### src/rtl/imm_gen_pipe_if.sv
// Handshake bundle for imm_gen_pipe: the instruction/selector input channel,
// the immediate output channel and the synchronous flush.
interface imm_gen_pipe_if #(
    parameter int XLEN  = 32,
    parameter int TAG_W = 5
);
    logic             flush;
    logic             in_valid;
    logic             in_ready;
    logic [31:0]      in_instr;
    logic [2:0]       in_sel;
    logic [TAG_W-1:0] in_tag;
    logic             out_valid;
    logic             out_ready;
    logic [XLEN-1:0]  out_imm;
    logic [TAG_W-1:0] out_tag;
    logic             out_illegal;

    modport master (
        output flush, in_valid, in_instr, in_sel, in_tag, out_ready,
        input  in_ready, out_valid, out_imm, out_tag, out_illegal
    );

    modport slave (
        input  flush, in_valid, in_instr, in_sel, in_tag, out_ready,
        output in_ready, out_valid, out_imm, out_tag, out_illegal
    );
endinterface

### src/rtl/imm_gen_pipe.sv
// Decode-stage immediate generator behind a 2-entry elastic buffer; the
// immediate is formed at push time and stored with its tag and illegal flag.
module imm_gen_pipe #(
    parameter int XLEN  = 32,
    parameter int TAG_W = 5
) (
    input logic          clk,
    input logic          rst_n,
    imm_gen_pipe_if.slave bus
);

    localparam logic [2:0] SEL_NONE = 3'b000;
    localparam logic [2:0] SEL_I    = 3'b001;
    localparam logic [2:0] SEL_S    = 3'b010;
    localparam logic [2:0] SEL_B    = 3'b011;
    localparam logic [2:0] SEL_U    = 3'b100;
    localparam logic [2:0] SEL_J    = 3'b101;
    localparam logic [2:0] SEL_Z    = 3'b110;
    localparam logic [2:0] SEL_BAD  = 3'b111;

    // Every format is assembled as a 32-bit signed value whose bit 31 carries
    // the intended sign (0 for zimm), so a single sign extension fills XLEN.
    function automatic logic signed [XLEN-1:0] gen_imm(input logic [31:0] ins,
                                                        input logic [2:0]  sel);
        logic signed [31:0] raw;
        raw = '0;
        case (sel)
            SEL_I:   raw = {{20{ins[31]}}, ins[31:20]};
            SEL_S:   raw = {{20{ins[31]}}, ins[31:25], ins[11:7]};
            SEL_B:   raw = {{19{ins[31]}}, ins[31], ins[7], ins[30:25], ins[11:8], 1'b0};
            SEL_U:   raw = {ins[31:12], 12'b0};
            SEL_J:   raw = {{11{ins[31]}}, ins[31], ins[19:12], ins[20], ins[30:21], 1'b0};
            SEL_Z:   raw = {27'b0, ins[19:15]};
            SEL_NONE,
            SEL_BAD: raw = '0;
            default: raw = '0;
        endcase
        return XLEN'(raw);
    endfunction

    function automatic logic is_illegal(input logic [2:0] sel);
        return (sel == SEL_BAD);
    endfunction

    logic [1:0]              count;
    logic                    push;
    logic                    pop;

    logic signed [XLEN-1:0]  imm_p0;
    logic [TAG_W-1:0]        tag_p0;
    logic                    ill_p0;

    logic signed [XLEN-1:0]  head_imm_p1;
    logic [TAG_W-1:0]        head_tag_p1;
    logic                    head_ill_p1;
    logic signed [XLEN-1:0]  tail_imm_p1;
    logic [TAG_W-1:0]        tail_tag_p1;
    logic                    tail_ill_p1;

    logic                    unused_opcode;

    assign unused_opcode = ^bus.in_instr[6:0];

    // Ready depends only on the registered count, so out_ready never reaches in_ready.
    assign bus.in_ready  = (count != 2'd2);
    assign bus.out_valid = (count != 2'd0);

    assign push = bus.in_valid & bus.in_ready & ~bus.flush;
    assign pop  = bus.out_valid & bus.out_ready;

    // Stage p0: immediate formation for the incoming beat
    always_comb begin
        imm_p0 = gen_imm(bus.in_instr, bus.in_sel);
        tag_p0 = bus.in_tag;
        ill_p0 = is_illegal(bus.in_sel);
    end

    // Stage p1: head register (reset, drives the outputs) and occupancy control
    always_ff @(posedge clk or negedge rst_n) begin
        if (!rst_n) begin
            count       <= 2'd0;
            head_imm_p1 <= '0;
            head_tag_p1 <= '0;
            head_ill_p1 <= 1'b0;
        end else if (bus.flush) begin
            count <= 2'd0;
        end else begin
            case (count)
                2'd0: begin
                    if (push) begin
                        head_imm_p1 <= imm_p0;
                        head_tag_p1 <= tag_p0;
                        head_ill_p1 <= ill_p0;
                        count       <= 2'd1;
                    end
                end
                2'd1: begin
                    case ({push, pop})
                        2'b11: begin
                            head_imm_p1 <= imm_p0;
                            head_tag_p1 <= tag_p0;
                            head_ill_p1 <= ill_p0;
                        end
                        2'b10:   count <= 2'd2;
                        2'b01:   count <= 2'd0;
                        default: count <= 2'd1;
                    endcase
                end
                2'd2: begin
                    if (pop) begin
                        head_imm_p1 <= tail_imm_p1;
                        head_tag_p1 <= tail_tag_p1;
                        head_ill_p1 <= tail_ill_p1;
                        count       <= 2'd1;
                    end
                end
                default: count <= 2'd0;
            endcase
        end
    end

    // Stage p1: tail register, only meaningful while count is 2
    always_ff @(posedge clk) begin
        if ((count == 2'd1) && push && !pop) begin
            tail_imm_p1 <= imm_p0;
            tail_tag_p1 <= tag_p0;
            tail_ill_p1 <= ill_p0;
        end
    end

    assign bus.out_imm     = head_imm_p1;
    assign bus.out_tag     = head_tag_p1;
    assign bus.out_illegal = head_ill_p1;

endmodule

### src/flat_wrapper.sv
// flat-port wrapper written by rule: the top's interface ports become plain ports
module imm_gen_pipe_flat 
#(
    parameter int XLEN  = 32,
    parameter int TAG_W = 5
)
  (clk, rst_n, bus_flush, bus_in_valid, bus_in_instr, bus_in_sel, bus_in_tag, bus_out_ready, bus_in_ready, bus_out_valid, bus_out_imm, bus_out_tag, bus_out_illegal);
  imm_gen_pipe_if #(.XLEN(XLEN), .TAG_W(TAG_W)) bus_i ();
  input logic clk;
  input logic rst_n;
  input wire logic [$bits(bus_i.flush)-1:0] bus_flush;
  input wire logic [$bits(bus_i.in_valid)-1:0] bus_in_valid;
  input wire logic [$bits(bus_i.in_instr)-1:0] bus_in_instr;
  input wire logic [$bits(bus_i.in_sel)-1:0] bus_in_sel;
  input wire logic [$bits(bus_i.in_tag)-1:0] bus_in_tag;
  input wire logic [$bits(bus_i.out_ready)-1:0] bus_out_ready;
  output wire logic [$bits(bus_i.in_ready)-1:0] bus_in_ready;
  output wire logic [$bits(bus_i.out_valid)-1:0] bus_out_valid;
  output wire logic [$bits(bus_i.out_imm)-1:0] bus_out_imm;
  output wire logic [$bits(bus_i.out_tag)-1:0] bus_out_tag;
  output wire logic [$bits(bus_i.out_illegal)-1:0] bus_out_illegal;
  assign bus_i.flush = bus_flush;
  assign bus_i.in_valid = bus_in_valid;
  assign bus_i.in_instr = bus_in_instr;
  assign bus_i.in_sel = bus_in_sel;
  assign bus_i.in_tag = bus_in_tag;
  assign bus_i.out_ready = bus_out_ready;
  assign bus_in_ready = bus_i.in_ready;
  assign bus_out_valid = bus_i.out_valid;
  assign bus_out_imm = bus_i.out_imm;
  assign bus_out_tag = bus_i.out_tag;
  assign bus_out_illegal = bus_i.out_illegal;
  imm_gen_pipe #(.XLEN(XLEN), .TAG_W(TAG_W)) u_core (.clk(clk), .rst_n(rst_n), .bus(bus_i));
endmodule
### config.mk
export PLATFORM = sky130hd
export DESIGN_NAME = imm_gen_pipe_flat
export DESIGN_NICKNAME = d
export VERILOG_FILES = /design/src/rtl/imm_gen_pipe_if.sv /design/src/rtl/imm_gen_pipe.sv /design/src/flat_wrapper.sv
export SDC_FILE = /design/constraint.sdc
export NUM_CORES = 1
export LEC_CHECK = 0
export ABC_AREA = 1
export ABC_CLOCK_PERIOD_IN_PS = 2700
export CAP_MARGIN = 5
export CORE_MARGIN = 5
export CORE_UTILIZATION = 46
export CTS_CLUSTER_DIAMETER = 40
export DETAILED_ROUTE_END_ITERATION = 7
export PLACE_DENSITY = 0.76
export SYNTH_ARGS = -nofsm -noshare
export SYNTH_HDL_FRONTEND = slang
export SYNTH_SLANG_ARGS = --single-unit
### constraint.sdc
create_clock -name clk -period 2.7 [get_ports clk]
set_input_delay 0.54 -clock clk [delete_from_list [all_inputs] [get_ports clk]]
set_output_delay 0.54 -clock clk [all_outputs]
set_load 0.005 [all_outputs]
==> summary.md, run 1 <==
| Metric | Value |
|---|---|
| Sequential element share of the synthesized area | 54.5% |
| Gr usage total | 19.0% |
| Row Count | 33 |
| Worst setup margin | 389 ps |
| Area occupied by multi-input gates | 1510 um^2 |
| Post-route setup TNS | 0 ps |
| Crit share post-route | 85.6% |
| Synthesis-stage register bit count | 78 |
| Layout cells sized above 1 | 7.16% |
| Cell Pwr Density | 605 nW/um^2 |
| Final setup violation count | 0 |
| Drt pass-1 iters | 4 |
| Met3 Resource Use GR | 4.98% |
| Clock transition at path regs | 80 ps |
| Mapped Nets | 531 |
| Hold WC Path Type | in -> async |
| Unrepaired setup endpoints after global routing | false |
| Post-CTS resize count | 0 |
| Leak | 2.48 nW |
| Gp weighted congestion | 0.879 |
| Die area | 10500 um^2 |
| Fin util | between 60 and 70% |
| Req. time, crit path | roughly 3000 ps |
| FILL cells | between 700 and 800 |
| Startpoint Class | primary input |
| Commonest non-fill, non-tap cell in the layout | nand2_1 |
| Least-Margin Pin Slew | 931 ps |
| Setup Buffers After CTS | 0 |
| Max VDD drop | roughly 0.37 mV |
| Routed len/inst | 14.4 um |
| N_diodes | 0 |
| Status | complete, no violations |
| Max Transition Viols Final | 0 |
| Worst slack at placement | 16.9 ps |
| # DRC | 0 |
| Endpoint class of the critical path | flop |
| Grt met1 use | roughly 26% |
| PortBufs | 77 |
| Area Overhead vs Synth | 27.1% |
| Total design power | 3.02 mW |
| Clock Path Buffers | 2 |
| Final nets | roughly 600 |
| Maximum level of the CTS H-tree | 3 |
| Final ANT Viol Nets | 0 |
| Initial DRC count | 207 |
| Synth warn | 0 |
| Hold slack | 329 ps |
| DR vias/cell | between 5 and 6 |
| Antenna violations before repair | 0 |
| Max Cap Violations | 0 |
| Post-Syn Instances | 484 |
| Overflow left after global routing | 0 |
| Syn Area/Cell | 8.12 um^2 |
| Largest net degree at the start of global routing | 63 |
| Die Span Y | 102 um |
| Max Fclk | about 430 MHz |
| Routed WL | 9530 um |
| Leading cell types in the layout, fill and taps excluded | nand2_1, clkdlybuf4s50_1, nor2_1 |
| Met2 Use GR | 30.1% |
| Setup CP Type | in -> reg |
| Clk Latency, worst-skew pair | 350 ps |
| Core area | 8260 um^2 |
| Worst Skew | just under 9 ps |
| Max transition margin | 37.9% |
| CTS Root Cell | clkbuf_8 |
| Post-CTS Hold Buffers | 0 |
| Max FO, Critical Path | 48 |
| CTS tree | done |
| Area leader, netlist | edfxtp_1 |
| Initial Util | 47.6% |
| Yosys cell types | 25 |
| Critical Path AT | roughly 2600 ps |
| Share of the synthesized area in the top cell type | 29.0% |
| Hold Violations, Final | 0 |
| GRT busiest layer | met2 |
| Vias in the first global route | between 3000 and 4000 |
| Num ports | 85 |
| Via count | around 3400 |
| Detail Placement HPWL | 6500 um |
| Reg area | ~2100 um^2 |
| Die X | 102 um |
| Num CTS Buffers | 9 |
| Area contributors post-synth | edfxtp_1, dfrtp_1, nand2_1 |
| Clk sinks | 78 |
| Mapped Area | 3930 um^2 |
| Post-route minimum period | 2310 ps |
| First-pass GRT wire length | 15600 um |
## metrics by stage
step	area, um^2	std cells
2_1_floorplan	3930	484
3_3_place_gp	4790	648
3_5_place_dp	4790	648
4_1_cts	4990	664
5_1_grt	4990	664
6_report	4990	664
## cells by family (layout without fill, tap and decap cells)
family | after synthesis | count (layout) | share of synthesized area, %
simple gates | 337 | 337 | 36.7
fa+ha+maj | 2 | 2 | 0.637
buf+inv | 61 | 136 | 7.16
compound gates | 6 | 6 | 0.987
flops | 78 | 78 | 54.5
## state kept, by name, indices dropped and copies added, names as in the netlist
name and cells:
u_core.tail_imm_p1 32, u_core.bus.out_illegal 1, u_core.tail_tag_p1 5, u_core.tail_ill_p1 1
u_core.count 2, u_core.bus.out_imm 32, u_core.bus.out_tag 5
## where the power goes
| part | switching [mW] | total [mW] | internal [mW] |
|---|---|---|---|
| clock | 0.436 | 0.889 | 0.453 |
| combinational | 0.297 | 0.667 | 0.370 |
| sequential | 0.0734 | 1.46 | 1.39 |
| total | 0.806 | 3.02 | 2.21 |
## routing by layer
layer	vias up	part of all wire [%]
li1	1700	-
met1	1604	44
met2	102	48
met3	7	6.4
met4	0	1.1
met5	-	0
## layout make-up
| cell class | instances | share of cell area (%) |
|---|---|---|
| tap | 105 | 2.63 |
| sequential | 78 | 42.9 |
| timing repair buffer | 88 | 17.7 |
| clock inverter | 5 | 1.18 |
| multi-input combinational | 345 | 30.3 |
| inverter | 32 | 2.41 |
| clock buffer | 11 | 2.83 |
## synth_stat cells (all sizes together)
master and count:
a211oi 1, a21oi 2, and2 1, buf 24
clkbuf 5, dfrtp 40, edfxtp 38, ha 2
inv 32, nand2 191, nand3 41, nand4 34
nor2 68, nor3 2, o21a 1, o21ai 2
## worst paths after layout
check / startpoint / endpoint / slack (ps) / depth (start not counted)
max: bus_flush / u_core.bus.out_imm[9] / 390 / 10
min: rst_n / u_core.bus.out_imm[24] / 330 / 1
max reg2reg: u_core.count[1] / u_core.bus.out_imm[9] / 580 / 11
min reg2reg: u_core.bus.out_imm[5] / u_core.bus.out_imm[5] / 480 / 2
max in group asynchronous: rst_n / u_core.count[0] / 1790 / 1
min in group clk: u_core.bus.out_imm[5] / u_core.bus.out_imm[5] / 480 / 2
## critical path: stages
cell	delay, ps
clkdlybuf4s50_1	510
nor3_1	390
ha_1	250
a21oi_1	70
nor2_1	160
nand3_4	110
buf_12	200
inv_2	210
nand2_1	90
nand2_1	70
No activity file was read; power rests on OpenSTA's default activity.
==> inputs of run 2 (changes only) <==
==> constraint.sdc (replaced) <==
create_clock -name clk -period 2.7 [get_ports clk]
set_input_delay 0.27 -clock clk [delete_from_list [all_inputs] [get_ports clk]]
set_output_delay 0.27 -clock clk [all_outputs]
set_load 0.005 [all_outputs]
==> summary.md, run 2 (synthesis results as in run 1) <==
| Metric | Value |
|---|---|
| Antenna violations before repair | 0 |
| Non-filler cells, final | 665 |
| Detail Placement HPWL | 6570 um |
| Gr usage total | 19.2% |
| Max Cap Violations | 0 |
| Overflow left after global routing | 0 |
| Hold WC Path Type | in -> async |
| N_diodes | 0 |
| Total design power | 3.00 mW |
| Worst Skew | between 9 and 10 ps |
| Post-route minimum period | 2130 ps |
| Clock transition at path regs | 80 ps |
| Layout cells sized above 1 | 7.32% |
| Row Count | 33 |
| Final setup violation count | 0 |
| Max transition margin | roughly 37% |
| Max Fclk | 468 MHz |
| Area Overhead vs Synth | 27.2% |
| Final nets | 602 |
| Drt pass-1 iters | 5 |
| Cell Pwr Density | 601 nW/um^2 |
| Max FO, Critical Path | 29 |
| Clk Latency, worst-skew pair | 350 ps |
| Leading cell types in the layout, fill and taps excluded | nand2_1, clkdlybuf4s50_1, nor2_1 |
| Req. time, crit path | 3000 ps |
| Flop2flop setup slack | roughly 570 ps |
| Final ANT Viol Nets | 0 |
| First-pass GRT wire length | 16000 um |
| Max Transition Viols Final | 0 |
| Commonest non-fill, non-tap cell in the layout | nand2_1 |
| Largest net degree at the start of global routing | 41 |
| CTS Root Cell | clkbuf_8 |
| Cell family with most CP delay | simple AND/OR/NAND/NOR gates |
| Clk sinks | 78 |
| Worst Setup SP | u_core.count[1] |
| Max VDD drop | 0.362 mV |
| Status | complete, no violations |
| Initial DRC count | around 190 |
| Hold Violations, Final | 0 |
| Setup Buffers After CTS | 0 |
| Unrepaired setup endpoints after global routing | false |
| Clock Path Buffers | 2 |
| Least-Margin Pin Slew | 944 ps |
| Crit share post-route | 79.1% |
| Maximum level of the CTS H-tree | 3 |
| Num CTS Buffers | 9 |
| Die area | 10500 um^2 |
| PortBufs | 77 |
| Leak | 2.48 nW |
| Setup CP Type | reg -> reg |
| FILL cells | 774 |
| DR vias/cell | slightly above 5 |
| Initial Util | 47.6% |
| Gp weighted congestion | 0.891 |
| Hold slack | between 60 and 70 ps |
| Crit path buffers/inverters | 2 |
| Crit-path max cell delay | 410 ps |
| Post-route setup TNS | 0 ps |
| Core area | a little over 8000 um^2 |
| Vias in the first global route | between 3000 and 4000 |
| Via count | 3420 |
| Critical-path cell list | inv_2 -> nor2_4 -> nor3_1 -> ha_1 -> a21oi_1 -> nor2_1 -> nand3_4 -> buf_12 -> nor2_1 -> nand2_1 -> nand2_1 |
| Die Span Y | 102 um |
| # DRC | 0 |
| Critical Path AT | between 2000 and 2500 ps |
| Post-CTS Hold Buffers | 0 |
| CTS tree | done |
| Placed Cells incl. Taps | 649 |
| Endpoint class of the critical path | flop |
| Die X | roughly 100 um |
| FF-to-FF Start | u_core.count[1] |
| Startpoint Class | flop |
| Num ports | 85 |
| Crit-path slowest cell | dfrtp_1 |
| Post-CTS resize count | 0 |
| Routed len/inst | 14.2 um |
| Routed WL | 9430 um |
run 2: where the power goes:
part,internal (mW),leakage (nW),switching [mW]
clock network,0.430,0.101,0.444
registers,1.39,0.868,0.0725
logic,0.370,1.51,0.297
total,2.19,2.48,0.814
run 2: worst paths after layout:
check / endpoint / cells after the start
setup / recovery: u_core.bus.out_imm[20] / 11
hold / removal: u_core.bus.out_imm[12] / 1
setup reg to reg: u_core.bus.out_imm[20] / 11
hold reg to reg: u_core.bus.out_imm[7] / 2
max in group asynchronous: u_core.count[0] / 1
min in group clk: u_core.bus.out_imm[7] / 2
run 2: routing by layer:
metal | GRT usage (%) | up-vias | share of wire (%)
met3 | 4.71 | 22 | 6.6
met4 | 6.16 | 0 | 2.4
met5 | 0 | - | 0
met2 | 30.0 | 113 | 47
li1 | - | 1706 | -
met1 | 26.2 | 1579 | 44
run 2: area by class of cell:
| type | instances | area, um^2 | area share (%) |
|---|---|---|---|
| repair buffers | 89 | 893 | 17.9 |
| multi-input cells | 345 | 1510 | 30.3 |
| well taps | 105 | 131 | 2.63 |
| inverters | 32 | 120 | 2.40 |
| flip-flops and latches | 78 | 2140 | 42.9 |
| clock inverters | 7 | 73.8 | 1.48 |
| clock buffers | 9 | 124 | 2.48 |
run 2: per-stage QoR:
step	setup slack (ps)	instance area [um^2]	util, %
floorplan	430	3930	-
global placement	337	4800	58.1
detailed placement	220	4800	58.1
CTS	532	5000	60.5
global route	326	5000	60.5
finish	565	5000	60.5
run 2: worst register-to-register path, stage by stage (launching register included):
cell and delay [ps]:
dfrtp_1 410, inv_2 100, nor2_4 40, nor3_1 280
ha_1 250, a21oi_1 70, nor2_1 170, nand3_4 260
buf_12 260, nor2_1 110, nand2_1 80, nand2_1 60
==> inputs of run 3 (changes only) <==
ABC_CLOCK_PERIOD_IN_PS = 2100   (was 2700)
CORE_UTILIZATION = 51   (was 46)
PLACE_DENSITY = 0.8   (was 0.76)
clock period = 2.1 ns   (was 2.7 ns; I/O delays follow)
==> summary.md, run 3 (synthesis results as in run 1) <==
| Metric | Value |
|---|---|
| Initial Util | between 50% and 60% |
| Clk Latency, worst-skew pair | 350 ps |
| DR vias/cell | 5.16 |
| Gp weighted congestion | a little over 0.8 |
| CTS Root Cell | clkbuf_8 |
| Gr usage total | 20.2% |
| Max Transition Viols Final | 0 |
| # DRC | 0 |
| Detail Placement HPWL | between 6000 and 7000 um |
| Die X | 97.8 um |
| Commonest non-fill, non-tap cell in the layout | nand2_1 |
| Worst Setup SP | u_core.count[1] |
| Area after DPL | 4840 um^2 |
| Overflow left after global routing | 0 |
| First-pass GRT wire length | 15900 um |
| Least-Margin Pin Slew | 910 ps |
| Clock transition at path regs | 80 ps |
| Leak | 2.51 nW |
| Critical Path AT | 1780 ps |
| Critical-path cell list | inv_2 -> nor2_4 -> buf_4 -> inv_2 -> clkdlybuf4s50_1 |
| Status | finished, violations left |
| Flop2flop setup slack | 210 ps |
| Final nets | approximately 610 |
| Worst Skew | 9.51 ps |
| Clk sinks | 78 |
| Crit-path max cell delay | 540 ps |
| Max VDD drop | roughly 0.37 mV |
| Max transition margin | 39.3% |
| Setup CP Type | reg -> out |
| Reg2reg path depth | 11 |
| Final setup violation count | 0 |
| Finished Cell Area | roughly 5000 um^2 |
| Num ports | 85 |
| Final ANT Viol Nets | 0 |
| End of the worst register-to-register path | u_core.bus.out_imm[11] |
| Num CTS Buffers | 9 |
| Row Count | 32 |
| Post-CTS Hold Buffers | 0 |
| CP most frequent cell | inv_2 |
| Initial DRC count | 235 |
| Non-filler cells, final | 666 |
| Layout cells sized above 1 | 7.62% |
| Routed WL | 9360 um |
| Die Span Y | approximately 98 um |
| FF-to-FF Start | u_core.count[1] |
| Critical Path Sink | bus_in_ready |
| Placed Cells incl. Taps | 650 |
| CTS tree | done |
| Hold slack | -11.6 ps |
| Routed len/inst | ~14 um |
| Via count | 3434 |
| Maximum level of the CTS H-tree | 3 |
| Vias in the first global route | 3365 |
| Crit-path slowest cell | clkdlybuf4s50_1 |
| Hold Violations, Final | 21 |
| Failing checks | negative hold slack |
| Max FO, Critical Path | 16 |
| Post-route minimum period | 1990 ps |
| Clock Path Buffers | 2 |
| Fin util | 66.3% |
| Area Overhead vs Synth | 28.4% |
| Crit share post-route | 94.6% |
| Antenna violations before repair | 0 |
| Die area | between 9000 and 10000 um^2 |
| Req. time, crit path | 1890 ps |
| N_diodes | 0 |
| Cell Pwr Density | 775 nW/um^2 |
| Post-CTS resize count | 0 |
| Worst slack at placement | -11.0 ps |
| Drt pass-1 iters | 5 |
| Endpoint class of the critical path | output port |
| Unrepaired setup endpoints after global routing | false |
| Max Cap Violations | 0 |
| PortBufs | 77 |
| Worst setup margin | about 110 ps |
| Hold WC Path Type | in -> async |
| Setup Buffers After CTS | 0 |
| Startpoint Class | flop |
| Leading cell types in the layout, fill and taps excluded | nand2_1, clkdlybuf4s50_1, nor2_1 |
| Max Fclk | 503 MHz |
| Core area | 7610 um^2 |
| Largest net degree at the start of global routing | 41 |
[run 3: cell count changes in the layout (fill, tap and decap cells not counted), moves of 2 or more]
cell and change:
clkinv_4 -2, clkbuf_1 +3, buf_4 +3, clkbuf_16 +2
[run 3: area by class of cell]
| class | instances | area (um^2) |
|---|---|---|
| sequential | 78 | 2140 |
| inverter | 32 | 120 |
| tap | 102 | 128 |
| timing repair buffer | 93 | 936 |
| clock buffer | 15 | 199 |
| fill | 645 | 2560 |
| clock inverter | 1 | 8.76 |
| multi-input combinational | 345 | 1510 |
[run 3: how the worst min path moves through the flow]
stage | cells past startpoint | slack (ps) | to | from
detailed placement | 1 | 410 | u_core.bus.out_imm[5] | rst_n
floorplan | 0 | -90 | u_core.bus.out_illegal | rst_n
global route | 1 | 60 | u_core.bus.out_imm[0] | rst_n
global placement | 1 | 400 | u_core.bus.out_imm[5] | rst_n
finish | 1 | -10 | u_core.bus.out_imm[2] | rst_n
CTS | 1 | 20 | u_core.bus.out_imm[0] | rst_n
[run 3: critical path, delay by kind of cell, from the launching register on]
| kind | cells | cell delay [ps] |
|---|---|---|
| buffers and inverters | 4 | 1000 |
| flip-flops | 1 | 400 |
| AND/OR/NAND/NOR | 1 | 40 |
[run 3: metrics by stage]
stage	hold WS (ps)	TNS, ps	power (mW)
floorplan	-85.6	0	2.26
global placement	395	0	2.76
detailed placement	406	-11.0	2.79
CTS	19.2	0	3.95
global route	60.4	0	4.13
finish	-11.6	0	3.91
[run 3: where the power goes]
part	switching, mW	internal [mW]	leakage, nW
Clock	0.545	0.611	0.104
Combinational	0.383	0.484	1.54
Sequential	0.0992	1.79	0.868
Total	1.03	2.88	2.51
[run 3: per-layer routing]
layer / routed length [um] / track usage, % / vias up
met2: 4570 / 33.5 / 111
li1: - / - / 1715
met3: 646 / 5.79 / 19
met5: 0 / 0 / -
met1: 3980 / 26.0 / 1589
met4: 165 / 5.75 / 0
